[config.mk]
export PLATFORM = sky130hd
export DESIGN_NAME = snn_layer_mac_flat
export DESIGN_NICKNAME = d
export VERILOG_FILES = /design/src/rtl/snn_layer_mac_if.sv /design/src/rtl/snn_layer_mac.sv /design/src/flat_wrapper.sv
export SDC_FILE = /design/constraint.sdc
export NUM_CORES = 1
export LEC_CHECK = 0
export CAP_MARGIN = 20
export CELL_PAD_IN_SITES_DETAIL_PLACEMENT = 0
export CELL_PAD_IN_SITES_GLOBAL_PLACEMENT = 1
export CORE_MARGIN = 5
export CORE_UTILIZATION = 46
export DETAILED_ROUTE_END_ITERATION = 10
export PLACE_DENSITY = 0.83
export SLEW_MARGIN = 30
export SYNTH_ARGS = -nofsm -noshare
export SYNTH_HDL_FRONTEND = slang
export SYNTH_SLANG_ARGS = --single-unit
[constraint.sdc]
create_clock -name clk -period 4.5 [get_ports clk]
set_input_delay 0.45 -clock clk [delete_from_list [all_inputs] [get_ports clk]]
set_output_delay 0.45 -clock clk [all_outputs]
set_load 0.02 [all_outputs]
[src/rtl/snn_layer_mac_if.sv]
// Handshake and memory-port bundle between the spiking-layer MAC and its environment.
// master = MAC side (issues ROM/spike addresses, reports activations); slave = environment side.
`timescale 1ns/1ps
interface snn_layer_mac_if #(
   parameter int ADDR_WIDTH = 15,
   parameter int DATA_WIDTH = 8
);
   logic                  start;
   logic [ADDR_WIDTH-1:0] rom_addr;
   logic [DATA_WIDTH-1:0] rom_q;
   logic [9:0]            in_addr;
   logic                  in_bit;
   logic                  busy;
   logic                  out_valid;
   logic [4:0]            out_idx;
   logic [7:0]            out_val;
   logic                  done;

   modport master (
      input  start, rom_q, in_bit,
      output rom_addr, in_addr, busy, out_valid, out_idx, out_val, done
   );

   modport slave (
      output start, rom_q, in_bit,
      input  rom_addr, in_addr, busy, out_valid, out_idx, out_val, done
   );
endinterface

[src/rtl/snn_layer_mac.sv]
// Sequential spike-gated MAC: one neuron per NUM_INPUTS+2 cycles, clamped 8-bit activation strobed in EMIT.
// No backpressure: the ROM and spike buffer are assumed to answer every address one cycle later.
`timescale 1ns/1ps
module snn_layer_mac #(
   parameter int NUM_INPUTS  = 784,
   parameter int NUM_NEURONS = 32,
   parameter int DATA_WIDTH  = 8,
   parameter int ADDR_WIDTH  = 15,
   parameter int SHIFT       = 4
) (
   input logic clk,
   input logic rst,
   snn_layer_mac_if.master bus
);
   typedef enum logic [2:0] {IDLE, RUN, DRAIN, EMIT, FIN} state_t;

   localparam logic [9:0]            LAST_I = 10'(NUM_INPUTS - 1);
   localparam logic [4:0]            LAST_N = 5'(NUM_NEURONS - 1);
   localparam logic [ADDR_WIDTH-1:0] NI     = ADDR_WIDTH'(NUM_INPUTS);

   state_t                  state, state_nxt;
   logic [4:0]              n;
   logic [9:0]              i;
   logic                    tag;
   logic signed [17:0]      acc;
   logic signed [17:0]      shifted;
   logic signed [17:0]      weight;
   logic [7:0]              clamped;
   logic [ADDR_WIDTH-1:0]   addr_hold, rom_addr_c;
   logic [9:0]              in_hold, in_addr_c;
   logic [4:0]              idx_hold, out_idx_c;
   logic [7:0]              val_hold, out_val_c;

   assign weight  = $signed({{(18-DATA_WIDTH){bus.rom_q[DATA_WIDTH-1]}}, bus.rom_q});
   assign shifted = acc >>> SHIFT;

   always_comb begin
      state_nxt = state;
      case (state)
         IDLE:    if (bus.start) state_nxt = RUN;
         RUN:     if (i == LAST_I) state_nxt = DRAIN;
         DRAIN:   state_nxt = EMIT;
         EMIT:    state_nxt = (n == LAST_N) ? FIN : RUN;
         FIN:     state_nxt = IDLE;
         default: state_nxt = IDLE;
      endcase
   end

   always_comb begin
      clamped = shifted[7:0];
      if (shifted[17])
         clamped = 8'd0;
      else if (shifted > 18'sd255)
         clamped = 8'hFF;
   end

   // Address and result outputs are live only in their own state and hold otherwise.
   always_comb begin
      rom_addr_c = addr_hold;
      in_addr_c  = in_hold;
      out_idx_c  = idx_hold;
      out_val_c  = val_hold;
      if (state == RUN) begin
         rom_addr_c = ADDR_WIDTH'(n) * NI + ADDR_WIDTH'(i);
         in_addr_c  = i;
      end
      if (state == EMIT) begin
         out_idx_c = n;
         out_val_c = clamped;
      end
   end

   assign bus.rom_addr  = rom_addr_c;
   assign bus.in_addr   = in_addr_c;
   assign bus.out_idx   = out_idx_c;
   assign bus.out_val   = out_val_c;
   assign bus.out_valid = (state == EMIT);
   assign bus.busy      = (state == RUN) || (state == DRAIN) || (state == EMIT);
   assign bus.done      = (state == FIN);

   always_ff @(posedge clk or posedge rst) begin
      if (rst) begin
         state     <= IDLE;
         n         <= '0;
         i         <= '0;
         tag       <= 1'b0;
         acc       <= '0;
         addr_hold <= '0;
         in_hold   <= '0;
         idx_hold  <= '0;
         val_hold  <= '0;
      end else begin
         state     <= state_nxt;
         tag       <= (state == RUN);
         addr_hold <= rom_addr_c;
         in_hold   <= in_addr_c;
         idx_hold  <= out_idx_c;
         val_hold  <= out_val_c;
         // The tag lines up with the data returned for the previous cycle's address.
         if (tag && bus.in_bit)
            acc <= acc + weight;
         case (state)
            IDLE: begin
               if (bus.start) begin
                  n   <= '0;
                  i   <= '0;
                  acc <= '0;
               end
            end
            RUN:  i <= i + 10'd1;
            EMIT: begin
               acc <= '0;
               i   <= '0;
               if (n != LAST_N)
                  n <= n + 5'd1;
            end
            default: ;
         endcase
      end
   end
endmodule

[src/flat_wrapper.sv]
// flat-port wrapper written by rule: the top's interface ports become plain ports
module snn_layer_mac_flat 
#(
   parameter int NUM_INPUTS  = 784,
   parameter int NUM_NEURONS = 32,
   parameter int DATA_WIDTH  = 8,
   parameter int ADDR_WIDTH  = 15,
   parameter int SHIFT       = 4
)
  (clk, rst, bus_start, bus_rom_q, bus_in_bit, bus_rom_addr, bus_in_addr, bus_busy, bus_out_valid, bus_out_idx, bus_out_val, bus_done);
  snn_layer_mac_if #(.ADDR_WIDTH(ADDR_WIDTH), .DATA_WIDTH(DATA_WIDTH)) bus_i ();
  input logic clk;
  input logic rst;
  input wire logic [$bits(bus_i.start)-1:0] bus_start;
  input wire logic [$bits(bus_i.rom_q)-1:0] bus_rom_q;
  input wire logic [$bits(bus_i.in_bit)-1:0] bus_in_bit;
  output wire logic [$bits(bus_i.rom_addr)-1:0] bus_rom_addr;
  output wire logic [$bits(bus_i.in_addr)-1:0] bus_in_addr;
  output wire logic [$bits(bus_i.busy)-1:0] bus_busy;
  output wire logic [$bits(bus_i.out_valid)-1:0] bus_out_valid;
  output wire logic [$bits(bus_i.out_idx)-1:0] bus_out_idx;
  output wire logic [$bits(bus_i.out_val)-1:0] bus_out_val;
  output wire logic [$bits(bus_i.done)-1:0] bus_done;
  assign bus_i.start = bus_start;
  assign bus_i.rom_q = bus_rom_q;
  assign bus_i.in_bit = bus_in_bit;
  assign bus_rom_addr = bus_i.rom_addr;
  assign bus_in_addr = bus_i.in_addr;
  assign bus_busy = bus_i.busy;
  assign bus_out_valid = bus_i.out_valid;
  assign bus_out_idx = bus_i.out_idx;
  assign bus_out_val = bus_i.out_val;
  assign bus_done = bus_i.done;
  snn_layer_mac #(.NUM_INPUTS(NUM_INPUTS), .NUM_NEURONS(NUM_NEURONS), .DATA_WIDTH(DATA_WIDTH), .ADDR_WIDTH(ADDR_WIDTH), .SHIFT(SHIFT)) u_core (.clk(clk), .rst(rst), .bus(bus_i));
endmodule
==> results_dict.tcl, run 1 <==
set metrics [dict create \
    multi_input_area_um2 2469 \
    drc 0 \
    ys_ff_latch 75 \
    antenna_found_initial 0 \
    hold_viol_final 0 \
    cts.clk_slew.worst_paths_ns 0.09 \
    clk-insertion-delay-late_ns 0.36 \
    overflow 0 \
    powerDensity_nw_per_um2 587.3 \
    worstRegToRegCells 10 \
    synthFlopType "dfrtp_1" \
    endpoint_kind "output pin" \
    numCtsBuffers 9 \
    power_frac_comb 0.502 \
    critical_path.endpoint "bus_rom_addr[13]" \
    crit_arrival_ns 3.44 \
    cp_max_fo 4 \
    cts-resized-gates 0 \
    power.total_mw 3.140 \
    fin_nets 603 \
    wl_per_cell_um 14.56 \
    r2r_setup_slack_ns 1.96 \
    grt_start_max_net_pins 48 \
    drive_gt1_frac 0.05216 \
    cts_setup_buffers 0 \
    relSlewSlack 0.4532 \
    power_switching_mw 1.358 \
    drv_slew 0 \
    hold_buffers 0 \
    max_cap_violations 0 \
    avgSynthCellArea_um2 8.917 \
    first_iter_violations 163 \
    outcome "completed" \
    leakagePower_nw 2.598 \
    dr.pass1.iters 5 \
    initial_core_util 0.4663 \
    htree_levels 3 \
    holdPathStages 2 \
    die_w_um 108.8 \
    syn-num-nets 556 \
    dpl-instance-area_um2 5127 \
    n_antenna_cell 0 \
    synth_warnings 0 \
    sw_frac_of_total 0.4324 \
    min_period_ns 3.892 \
    power.internal_mw 1.782 \
    p_seq_frac 0.315 \
    gp_congestion 0.8927 \
    fin_worst_skew_ns 0.01204 \
    setup_viol 0 \
    fin_tns_setup_ns 0 \
    clock_sinks 75 \
    avgViaCountPerCell 5.364 \
    postRouteAntennaNets 0 \
    synthesis.area_um2 4494 \
    grt.total_usage 0.1855 \
    rsz0062_at_grt "false" \
    areaGrowthSynthToFinish_pct 18.96 \
    numPlacedInstances 673 \
    cts_tree "yes" \
    crit_start "u_core.n[3]" \
    final_util 0.5546 \
    hold_class "reg -> reg" \
    place_hpwl_um 7236 \
    mostFrequentLayoutCells "117 x nand2_1, 75 x dfrtp_1, 52 x clkdlybuf4s50_1" \
    fillCellCount 919 \
    io_pins 53 \
    final_common_cell "nand2_1" \
    synthArstFlopShare 1.000 \
    seq_area_um2 1877 \
    synth_edf_count 0 \
    worstPathRequired_ns 4.05 \
    design.core.area_um2 9639 \
    start_kind "flop" \
    wl_um 10030 \
    grt_pass1_wl_um 17510 \
    seq_area_frac_synth 0.4176 \
    ys_types 59 \
    fmax_mhz 256.9 \
    clockBufferDepth 2 \
    fin_area_um2 5346 \
    std_cell_rows 36 \
    vias 3696 \
    fin_crit_sh 0.8649 \
    peakVddDrop_v 0.0003118 \
    synthCells 504 \
    dieHeight_um 108.8 \
    reg2reg_to "u_core.addr_hold[13]" \
    worstMarginPinSlew_ns 0.8182 \
    first_global_vias 3765 \
    clkPwrFrac 0.182 \
    crit_type "reg -> out" \
    cts-root-buf "clkbuf_8" \
    die_area_um2 11850 \
    reg2reg_from "u_core.n[3]" \
    layout.cells.non_filler 689 \
    io_buffers 52 \
]
-- worst min path at each step --
| stage | startpoint | end | slack, ns |
|---|---|---|---|
| final | u_core.in_hold[1] | u_core.in_hold[1] | 0.47 |
| after floorplan | u_core.acc[10] | u_core.acc[10] | 0.50 |
| after detailed placement | u_core.in_hold[1] | u_core.in_hold[1] | 0.46 |
| after CTS | u_core.in_hold[1] | u_core.in_hold[1] | 0.48 |
| after global placement | u_core.in_hold[1] | u_core.in_hold[1] | 0.45 |
| after global routing | u_core.addr_hold[3] | u_core.addr_hold[3] | 0.50 |
-- sequential cells by signal, summed over array words and instances (netlist names) --
name              count
u_core.tag            1
u_core.val_hold       8
u_core.i             10
u_core.state          3
u_core.acc           18
u_core.n              5
u_core.idx_hold       5
u_core.in_hold       10
u_core.addr_hold     15
-- power by group through the flow --
stage / Clock, mW / Sequential [mW] / Combinational [mW]
final: 0.573 / 0.990 / 1.58
after global routing: 0.621 / 1.01 / 1.77
after CTS: 0.591 / 0.991 / 1.59
after detailed placement: 0 / 1.00 / 1.58
after global placement: 0 / 0.994 / 1.55
after floorplan: 0 / 0.952 / 1.12
-- synthesized netlist by cell type, types with 7 or more instances --
| master | count | share of area |
|---|---|---|
| dfrtp_1 | 75 | 0.42 |
| ha_1 | 37 | 0.10 |
| o31ai_1 | 10 | 0.017 |
| xor2_1 | 17 | 0.033 |
| nor2_1 | 36 | 0.030 |
| inv_1 | 14 | 0.012 |
| a21oi_1 | 29 | 0.032 |
| a21o_1 | 10 | 0.017 |
| nor3_1 | 7 | 0.0078 |
| nand3_1 | 9 | 0.010 |
| o21ai_0 | 32 | 0.036 |
| clkbuf_1 | 13 | 0.011 |
| xnor2_1 | 14 | 0.027 |
| nand2_1 | 117 | 0.098 |
-- logic make-up (layout without fill, tap and decap cells) --
kind of cell,count (synthesis),after routing,synth area share
DFF,75,75,0.4176
AOI/OAI and AO/OA,114,114,0.1609
adders and majority gates,40,40,0.1164
xor gates and xnor gates,31,31,0.06041
muxes,3,3,0.006960
and+or+nand+nor,205,205,0.2046
buffers and inverters,36,88,0.03313
-- stage by stage --
| step | setup slack, ns | hold WS [ns] |
|---|---|---|
| 2_1_floorplan | 1.466 | 0.4965 |
| 3_3_place_gp | 1.073 | 0.4520 |
| 3_5_place_dp | 0.9975 | 0.4580 |
| 4_1_cts | 0.5816 | 0.4800 |
| 5_1_grt | 0.3989 | 0.5008 |
| 6_report | 0.6081 | 0.4730 |
-- per-layer routing --
layer | up-vias | track usage | routed length (µm)
li1 | 1854 | - | -
met1 | 1772 | 0.2490 | 4802
met2 | 62 | 0.3041 | 4728
met3 | 8 | 0.04796 | 431
met4 | 0 | 0.03877 | 68
met5 | - | 0 | 0
-- area by class of cell --
type | count | area share
Sequential cell | 75 | 0.3510
Multi-Input combinational cell | 393 | 0.4617
Tap cell | 133 | 0.03113
Clock inverter | 5 | 0.01264
Inverter | 16 | 0.01217
Clock buffer | 11 | 0.02832
Timing Repair Buffer | 56 | 0.1030
-- worst max-delay path, cell delays in order, from the launching register on --
cell and delay, ns:
dfrtp_1 0.41, inv_1 0.11, ha_1 0.29, inv_1 0.04, ha_1 0.27, ha_1 0.34
xor2_1 0.19, nor3_1 0.25, o2111ai_1 0.17, xor2_1 0.16, o21ai_0 0.21, clkdlybuf4s50_1 0.65
No activity file was read; power rests on OpenSTA's default activity.
==> run 2, diff against run 1 <==
--- a/config.mk
+++ b/config.mk
@@ -9,9 +9,9 @@
 export CELL_PAD_IN_SITES_DETAIL_PLACEMENT = 0
 export CELL_PAD_IN_SITES_GLOBAL_PLACEMENT = 1
 export CORE_MARGIN = 5
-export CORE_UTILIZATION = 46
+export CORE_UTILIZATION = 43
 export DETAILED_ROUTE_END_ITERATION = 10
-export PLACE_DENSITY = 0.83
+export PLACE_DENSITY = 0.78
 export SLEW_MARGIN = 30
 export SYNTH_ARGS = -nofsm -noshare
 export SYNTH_HDL_FRONTEND = slang
==> constraint.sdc (replaced) <==
create_clock -name clk -period 4 [get_ports clk]
set_input_delay 0.4 -clock clk [delete_from_list [all_inputs] [get_ports clk]]
set_output_delay 0.4 -clock clk [all_outputs]
set_load 0.02 [all_outputs]
==> run 2 against run 1 <==
  * Sequential power grew 13%
  * Sequential share of layout area fell by 0.090 points
  * Register-to-register slack worse by 0.53 ns
  * Clock skew rose by 0.0077 ns
  * Global-route usage is 1.6 points lower
  * First-iteration DRC count fell by 19%
==> results_dict.tcl, run 2 (synthesis results as in run 1) <==
set metrics [dict create \
    outcome "completed" \
    clockBufferDepth 2 \
    fillCellCount 1017 \
    drc 0 \
    gp_congestion 0.8723 \
    hold_class "in -> async" \
    slowest_stage "clkdlybuf4s50_1" \
    cpPeakStageDelay_ns 0.65 \
    fin_tns_setup_ns 0 \
    antenna_found_initial 0 \
    path_buf_inv 1 \
    std_cell_rows 37 \
    min_period_ns 3.872 \
    seq_area_um2 1877 \
    numCtsBuffers 9 \
    critPathTopFamily "adder cells" \
    hold_viol_final 0 \
    clock_sinks 75 \
    first_global_vias 3692 \
    leakagePower_nw 2.636 \
    n_antenna_cell 0 \
    reg_top3 "u_core.acc: 18 flops, u_core.addr_hold: 15 flops" \
    initial_core_util 0.4373 \
    wl_per_cell_um 14.65 \
    areaGrowthSynthToFinish_pct 19.27 \
    use_met1 0.2252 \
    wl_um 10170 \
    fin_crit_sh 0.9681 \
    cp_max_fo 6 \
    worstRegToRegCells 7 \
    place_hpwl_um 7445 \
    drv_slew 0 \
    met3_usage 0.04205 \
    drive_gt1_frac 0.05735 \
    place_ws_ns 0.5147 \
    cts-root-buf "clkbuf_8" \
    top_register "u_core.acc" \
    vias 3645 \
    peakVddDrop_v 0.0003474 \
    final_common_cell "nand2_1" \
    reg2reg_from "u_core.n[0]" \
    worstMarginPinSlew_ns 0.8442 \
    power.total_mw 3.512 \
    fin_worst_skew_ns 0.01971 \
    crit_type "reg -> out" \
    start_kind "flop" \
    reg2reg_to "u_core.addr_hold[11]" \
    relSlewSlack 0.4358 \
    fin_nets 605 \
    setup_viol 0 \
    io_pins 53 \
    dr.pass1.iters 4 \
    powerDensity_nw_per_um2 655.2 \
    worstPathRequired_ns 3.60 \
    cts.clk_slew.worst_paths_ns 0.10 \
    rsz0062_at_grt "false" \
    grt_start_max_net_pins 44 \
    avgViaCountPerCell 5.252 \
    r2r_setup_slack_ns 1.43 \
    dieHeight_um 112.2 \
    first_iter_violations 132 \
    clk-insertion-delay-late_ns 0.37 \
    largest_reg_flops 18 \
    grt_use_met2 0.2757 \
    mostFrequentLayoutCells "117 x nand2_1, 75 x dfrtp_1, 50 x clkdlybuf4s50_1" \
    fin_area_um2 5360 \
    final.setup.worst_slack_ns 0.1277 \
    cts_tree "yes" \
    htree_levels 3 \
    design.core.area_um2 10280 \
    crit_arrival_ns 3.47 \
    final_util 0.5215 \
    fmax_mhz 258.2 \
    dpl-instance-area_um2 5146 \
    grt.busiest_layer "met2" \
    multi_input_area_um2 2470 \
    grt.total_usage 0.1698 \
    max_cap_violations 0 \
    postRouteAntennaNets 0 \
    overflow 0 \
    endpoint_kind "output pin" \
    io_buffers 52 \
    die_w_um 112.2 \
    die_area_um2 12600 \
    grt_pass1_wl_um 17630 \
    crit_top_cell "ha_1" \
    path_cells "ha_1 > ha_1 > ha_1 > or4_1 > o2111a_1 > xor2_1 > o21ai_0 > clkdlybuf4s50_1" \
]
==> run 2: cell types whose count changed in the layout (fill, tap and decap cells not counted) <==
cell             delta
inv_6               -1
clkdlybuf4s50_1     -2
clkinv_2            +2
inv_8               +1
or3_1               -1
buf_4               +2
inv_2               -1
clkinvlp_4          +1
or3_2               +1
clkbuf_8            -2
dlymetal6s2s_1      +2
==> run 2: how the worst max path moves through the flow <==
stage | start | end | slack, ns | cells past startpoint
2_1_floorplan | u_core.n[0] | bus_rom_addr[11] | 1.02 | 7
3_3_place_gp | u_core.n[3] | bus_rom_addr[13] | 0.62 | 11
3_5_place_dp | u_core.n[0] | bus_rom_addr[11] | 0.51 | 8
4_1_cts | u_core.n[0] | bus_rom_addr[11] | 0.1 | 8
5_1_grt | u_core.n[0] | bus_rom_addr[11] | 0.01 | 8
6_report | u_core.n[0] | bus_rom_addr[11] | 0.13 | 8
==> run 2: power by group <==
| part | internal (mW) | switching, mW | leakage [nW] |
|---|---|---|---|
| sequential | 0.966 | 0.149 | 1.00 |
| clock | 0.299 | 0.327 | 0.104 |
| combinational | 0.711 | 1.06 | 1.53 |
==> run 2: layer usage <==
layer | share of wire | vias up
li1 | - | 1860
met1 | 0.49 | 1714
met2 | 0.46 | 57
met3 | 0.037 | 14
met4 | 0.013 | 0
met5 | 0 | -
==> run 2: repair_timing <==
action,in CTS,in global routing
hold buffers,0,0
endpoints found under the setup margin,0,2
setup buffers,0,0
resized for setup,0,2
==> run 2: layout make-up <==
type | instances | area share
Clock buffer | 9 | 0.02311
Clock inverter | 7 | 0.01541
Inverter | 16 | 0.01237
Multi-Input combinational cell | 393 | 0.4608
Sequential cell | 75 | 0.3501
Tap cell | 136 | 0.03175
Timing Repair Buffer | 58 | 0.1064
==> run 2: metrics by stage <==
stage | cells | hold slack (ns)
2_1_floorplan | 504 | 0.4965
3_3_place_gp | 678 | 0.4520
3_5_place_dp | 678 | 0.4577
4_1_cts | 694 | 0.4804
5_1_grt | 694 | 0.5110
6_report | 694 | 0.4413
==> run 3, diff against run 2 <==
--- a/config.mk
+++ b/config.mk
@@ -5,13 +5,14 @@
 export SDC_FILE = /design/constraint.sdc
 export NUM_CORES = 1
 export LEC_CHECK = 0
+export ABC_AREA = 1
 export CAP_MARGIN = 20
 export CELL_PAD_IN_SITES_DETAIL_PLACEMENT = 0
 export CELL_PAD_IN_SITES_GLOBAL_PLACEMENT = 1
 export CORE_MARGIN = 5
-export CORE_UTILIZATION = 43
+export CORE_UTILIZATION = 42
 export DETAILED_ROUTE_END_ITERATION = 10
-export PLACE_DENSITY = 0.78
+export PLACE_DENSITY = 0.79
 export SLEW_MARGIN = 30
 export SYNTH_ARGS = -nofsm -noshare
 export SYNTH_HDL_FRONTEND = slang
==> run 3 against run 2 <==
  * Combinational power increased by 23%
  * Critical path type unchanged
  * Area after synthesis increased by 6.5%
  * Critical endpoint is now bus_rom_addr[13]
  * Clock skew decreased by 0.011 ns
  * Largest cell class unchanged
  * Sequential power increased by 4%
  * Non-clock buffer count decreased by 3
==> results_dict.tcl, run 3 <==
set metrics [dict create \
    wl_per_cell_um 13.24 \
    leakagePower_nw 3.037 \
    max_cap_violations 0 \
    io_pins 53 \
    vias 4164 \
    cts_setup_buffers 0 \
    antenna_found_initial 0 \
    netlist.area_leader.share 0.3922 \
    endpoint_kind "output pin" \
    die_w_um 116.7 \
    synth_warnings 0 \
    start_kind "flop" \
    avgViaCountPerCell 4.916 \
    peakVddDrop_v 0.0003880 \
    top_register "u_core.acc" \
    fin_crit_sh 0.9196 \
    cts.clk_slew.worst_paths_ns 0.06 \
    powerDensity_nw_per_um2 718.3 \
    syn-num-nets 696 \
    first_global_vias 4085 \
    hold_slack_ns 0.3644 \
    numCtsBuffers 9 \
    clk-insertion-delay-late_ns 0.34 \
    grt_start_max_net_pins 40 \
    ys_top_cells_by_count "178 x nand2_1, 96 x inv_1, 75 x dfrtp_1" \
    initial_core_util 0.4246 \
    drc 0 \
    synthArstFlopShare 1.000 \
    hold_buffers 0 \
    areaGrowthSynthToFinish_pct 20.03 \
    avgSynthCellArea_um2 7.431 \
    htree_levels 3 \
    relSlewSlack 0.3976 \
    clockBufferDepth 2 \
    yosysTopAreaCell "dfrtp_1" \
    n_antenna_cell 0 \
    worstPathRequired_ns 3.60 \
    wl_um 11220 \
    largest_reg_flops 18 \
    hold_viol_final 0 \
    cts_tree "yes" \
    grt_pass1_wl_um 18820 \
    synth_most_common_cell "nand2_1" \
    setup_viol 0 \
    synthesis.area_um2 4786 \
    cts-root-buf "clkbuf_16" \
    fin_tns_setup_ns 0 \
    dieHeight_um 116.7 \
    slowest_stage "clkdlybuf4s50_1" \
    first_iter_violations 161 \
    mostFrequentLayoutCells "178 x nand2_1, 94 x inv_1, 75 x dfrtp_1" \
    rsz0062_at_grt "false" \
    fin_nets 751 \
    std_cell_rows 39 \
    worstMarginPinSlew_ns 0.8981 \
    postRouteAntennaNets 0 \
    die_area_um2 13630 \
    reg_top3 "u_core.acc: 18 flops, u_core.addr_hold: 15 flops" \
    dr.pass1.iters 4 \
    seq_area_frac_synth 0.3922 \
    synthFlopType "dfrtp_1" \
    ys_ff_latch 75 \
    synthCells 644 \
    min_period_ns 3.678 \
    path_cells "ha_1 > ha_1 > inv_1 > fa_1 > xnor2_1 > inv_1 > nor2_1 > inv_1 > nor2_1 > nand2_1 > nand2_1 > nand3_1 > nand2_1 > clkdlybuf4s50_1" \
    cp_max_fo 5 \
    drv_slew 0 \
    hold_class "in -> async" \
    design.core.area_um2 11270 \
    fmax_mhz 271.9 \
    cpPeakStageDelay_ns 0.60 \
    clock_sinks 75 \
    final_common_cell "nand2_1" \
    crit_arrival_ns 3.28 \
    gp_congestion 0.8493 \
    yosys-top-cells-area "dfrtp_1 39%, nand2_1 14%, ha_1 9.7%" \
    ys_types 38 \
    fillCellCount 1157 \
    synth_edf_count 0 \
    io_buffers 52 \
    crit_type "reg -> out" \
    outcome "completed" \
    drive_gt1_frac 0.05398 \
    place_hpwl_um 8643 \
    overflow 0 \
    fin_worst_skew_ns 0.008234 \
    grt.total_usage 0.1756 \
]
==> run 3: cell count changes after synthesis, moves of 6 or more <==
cell      change
inv_1        +82
nand2_1      +61
nand3_1      +42
nor2_1       +13
a21o_1       -10
o31ai_1      -10
xor2_1       -10
xnor2_1       -8
clkbuf_1      -7
o21ai_1       +7
o21ai_0       +6
==> run 3: logic make-up after synthesis <==
kind of cell / count (synthesis) / share of synthesized area
AO/OA/AOI/OAI: 89 / 0.1007
AND/OR/NAND/NOR: 314 / 0.2824
flip-flops: 75 / 0.3922
XOR/XNOR: 13 / 0.02379
buffers and inverters: 113 / 0.09177
adder cells (fa/ha/maj): 40 / 0.1093
==> run 3: cell type report <==
cell class | count | area [µm²] | share of cell area
Timing Repair Buffer | 55 | 545.5 | 0.09497
Sequential cell | 75 | 1877 | 0.3267
Tap cell | 143 | 178.9 | 0.03115
Inverter | 102 | 385.4 | 0.06709
Clock buffer | 12 | 236.5 | 0.04117
Clock inverter | 4 | 51.30 | 0.008931
Multi-Input combinational cell | 456 | 2470 | 0.4300
==> run 3: what timing repair did <==
action | in CTS | in global routing
gates resized for setup | 0 | 1
setup endpoints to repair | 0 | 1
hold endpoints to repair | 0 | 0
==> run 3: worst paths after layout <==
check / startpoint / end / slack (ns) / cells after the start
min: rst / u_core.acc[1] / 0.36 / 2
max in group asynchronous: rst / u_core.addr_hold[14] / 2.85 / 3
max: u_core.n[0] / bus_rom_addr[13] / 0.32 / 14
min in group clk: u_core.in_hold[2] / u_core.in_hold[2] / 0.47 / 2
min reg2reg: u_core.in_hold[2] / u_core.in_hold[2] / 0.47 / 2
max reg2reg: u_core.n[0] / u_core.addr_hold[14] / 1.54 / 13
==> run 3: metal layers <==
layer  GRT usage  vias up  part of all wire
li1            -     2179                 -
met1      0.2035     1919              0.45
met2      0.3242       62              0.50
met3     0.04974        4             0.038
met4     0.03211        0            0.0047
met5           0        -                 0
==> run 3: critical path, delay by kind of cell (launching register included) <==
| kind | cells | cell delay [ns] |
|---|---|---|
| xor gates and xnor gates | 1 | 0.19 |
| DFF | 1 | 0.43 |
| and+or+nand+nor | 6 | 0.60 |
| buffers and inverters | 4 | 0.78 |
| adders and majority gates | 3 | 0.94 |
==> run 3: metrics by stage <==
step           setup slack (ns)  instance area (µm²)    util  cells  power, mW
5_1_grt                 0.01725                 5744  0.5096    847      4.485
4_1_cts                  0.2794                 5742  0.5094    847      4.191
6_report                 0.3218                 5744  0.5096    847      4.126
3_5_place_dp             0.6499                 5454  0.4838    831      3.369
3_3_place_gp             0.7216                 5454  0.4838    831      3.334
2_1_floorplan             1.367                 4786       -    644      2.638
==> run 3: power breakdown <==
group / switching [mW] / total, mW / internal [mW]
logic: 1.35 / 2.17 / 0.823
clock network: 0.306 / 0.790 / 0.483
registers: 0.146 / 1.16 / 1.02
total: 1.80 / 4.13 / 2.32
==> RTL edit: new RTL, config.mk and constraints of run 1 <==
`ADDR_WIDTH` is set to 15 in 3 places; all go to 13.
--- a/src/rtl/snn_layer_mac_if.sv
+++ b/src/rtl/snn_layer_mac_if.sv
@@ -4,3 +4,3 @@
 interface snn_layer_mac_if #(
-   parameter int ADDR_WIDTH = 15,
+   parameter int ADDR_WIDTH = 13,
    parameter int DATA_WIDTH = 8
--- a/src/rtl/snn_layer_mac.sv
+++ b/src/rtl/snn_layer_mac.sv
@@ -7,3 +7,3 @@
    parameter int DATA_WIDTH  = 8,
-   parameter int ADDR_WIDTH  = 15,
+   parameter int ADDR_WIDTH  = 13,
    parameter int SHIFT       = 4
--- a/src/flat_wrapper.sv
+++ b/src/flat_wrapper.sv
@@ -6,3 +6,3 @@
    parameter int DATA_WIDTH  = 8,
-   parameter int ADDR_WIDTH  = 15,
+   parameter int ADDR_WIDTH  = 13,
    parameter int SHIFT       = 4
Interface: changed (resized bus_rom_addr); port bits go from 53 to 51. The function was not compared with the original's and may differ.
==> RTL edit against run 1 <==
- non-clock buffer count is 2 lower
- sequential cell count fell by 2
- worst setup slack better by 180 ps
- register-to-register slack got worse by 100 ps
- routed wire length is 0.19% lower
- synthesized area shrank 2.7%
- first-iteration DRC count is 33% higher
- hold slack got worse by 0.69 ps
- design area decreased by 4.0%
Power is not compared: it rests on default switching activity, and its combinational part moved more than twofold at a synthesized area within 25%.
==> RTL edit: results (changes against run 1) <==
- Vias: 3,612 (-2.3%)
- Launch point of the worst reg-to-reg path: u_core.acc[0]
- Worst-margin pin slew: 730 ps (-88.0 ps)
- Dpl cell area: 4960 sq um (-3.2%)
- Post-DP HPWL: 7340 um (+1.5%)
- CP max FO: 7 (+3)
- R2r setup slk: 1860 ps (-100 ps)
- CP Launch Point: u_core.i[4]
- Hold Crit Start: u_core.in_hold[0]
- Crit path to: bus_rom_addr[10]
- Drt total wl: 10,000 um (-0.19%)
- Setup Skew: 19.5 ps (+7.46 ps)
- Global Route Usage Sum: 18.7% (+0.17 points)
- Ranking of synthesized cells by area: dfrtp_1 42%, ha_1 9.2%, nand2_1 8.7%
- Synth Instances: 491 (-2.6%)
- Syn Nets: 538 (-3.2%)
- GR Util met1: 26.9% (+2.0 points)
- Top cells by count, synth: 101 x nand2_1, 73 x dfrtp_1, 35 x nor2_1
- Avg WL per Cell: 15.0 um (+3.1%)
- Buffers added on ports: 50 (-3.8%)
- Met1 WL: 4850 um (+1.1%)
- Reg2Reg Depth: 8 (-2)
- Iteration-0 DRC Markers: 216 (+33%)
- Largest registers: u_core.acc x18, u_core.addr_hold x13
- Status: finished clean
- R2r endpoint: u_core.acc[10]
- WL met3: 480 um (+11%)
- Layout cells sized above 1: 5.20% (-0.011 points)
- Cts bufs inserted: 9 (unchanged)
- WL met2: 4600 um (-2.8%)
- Lkg Pwr: roughly 2.3 nW
- Peak supply drop: between 0.2 and 0.25 mV
- Pre-antenna DRT Iters: 6 (+1)
- Inst Count DP: 651 (-3.3%)
- Hold EP: u_core.in_hold[0]
- Post-Place Worst Slack: 1170 ps (+175 ps)
- First-pass GRT wire length: 17,600 um (+0.31%)
- Final worst slack: 789 ps (+181 ps)
- Hold WS: 472 ps (-0.690 ps)
- Largest net degree at the start of global routing: 44 (-8.3%)
- Synth area leader: dfrtp_1
- Fin nets: 580 (-3.8%)
- Post-synthesis sequential area ratio: 41.8% (about the same)
- Met2 global-route usage: 29.4% (-0.97 points)
- Arrival @ worst endpoint: 3260 ps (-180 ps)
- GP Congestion: 0.897 (+0.46%)
==> RTL edit: critical path: stages (launching register included) <==
cell and delay [ps]:
dfrtp_1 470, ha_1 220, inv_1 60, fa_1 390
nor2b_1 120, o21ai_0 90, a21boi_0 350, o21a_1 180
nor3_1 50, o31ai_1 320, clkdlybuf4s50_1 670
==> RTL edit: final cells by class <==
type	instances	area (sq um)
Fill cell	858	4110
Multi-Input combinational cell	379	2380
Sequential cell	73	1830
Timing Repair Buffer	54	531
Tap cell	129	161
Clock buffer	10	128
Inverter	16	60.1
Clock inverter	6	42.5
==> RTL edit: cells by family (layout without fill, tap and decap cells) <==
logic type	count (synthesis)	count (layout)	share of synthesized area, %
and+or+nand+nor	195	195	19.8
AOI/OAI and AO/OA	120	120	18.2
DFF	73	73	41.8
buffers and inverters	39	86	3.69
adders and majority gates	35	35	10.5
xor gates and xnor gates	26	26	5.21
muxes	3	3	0.744
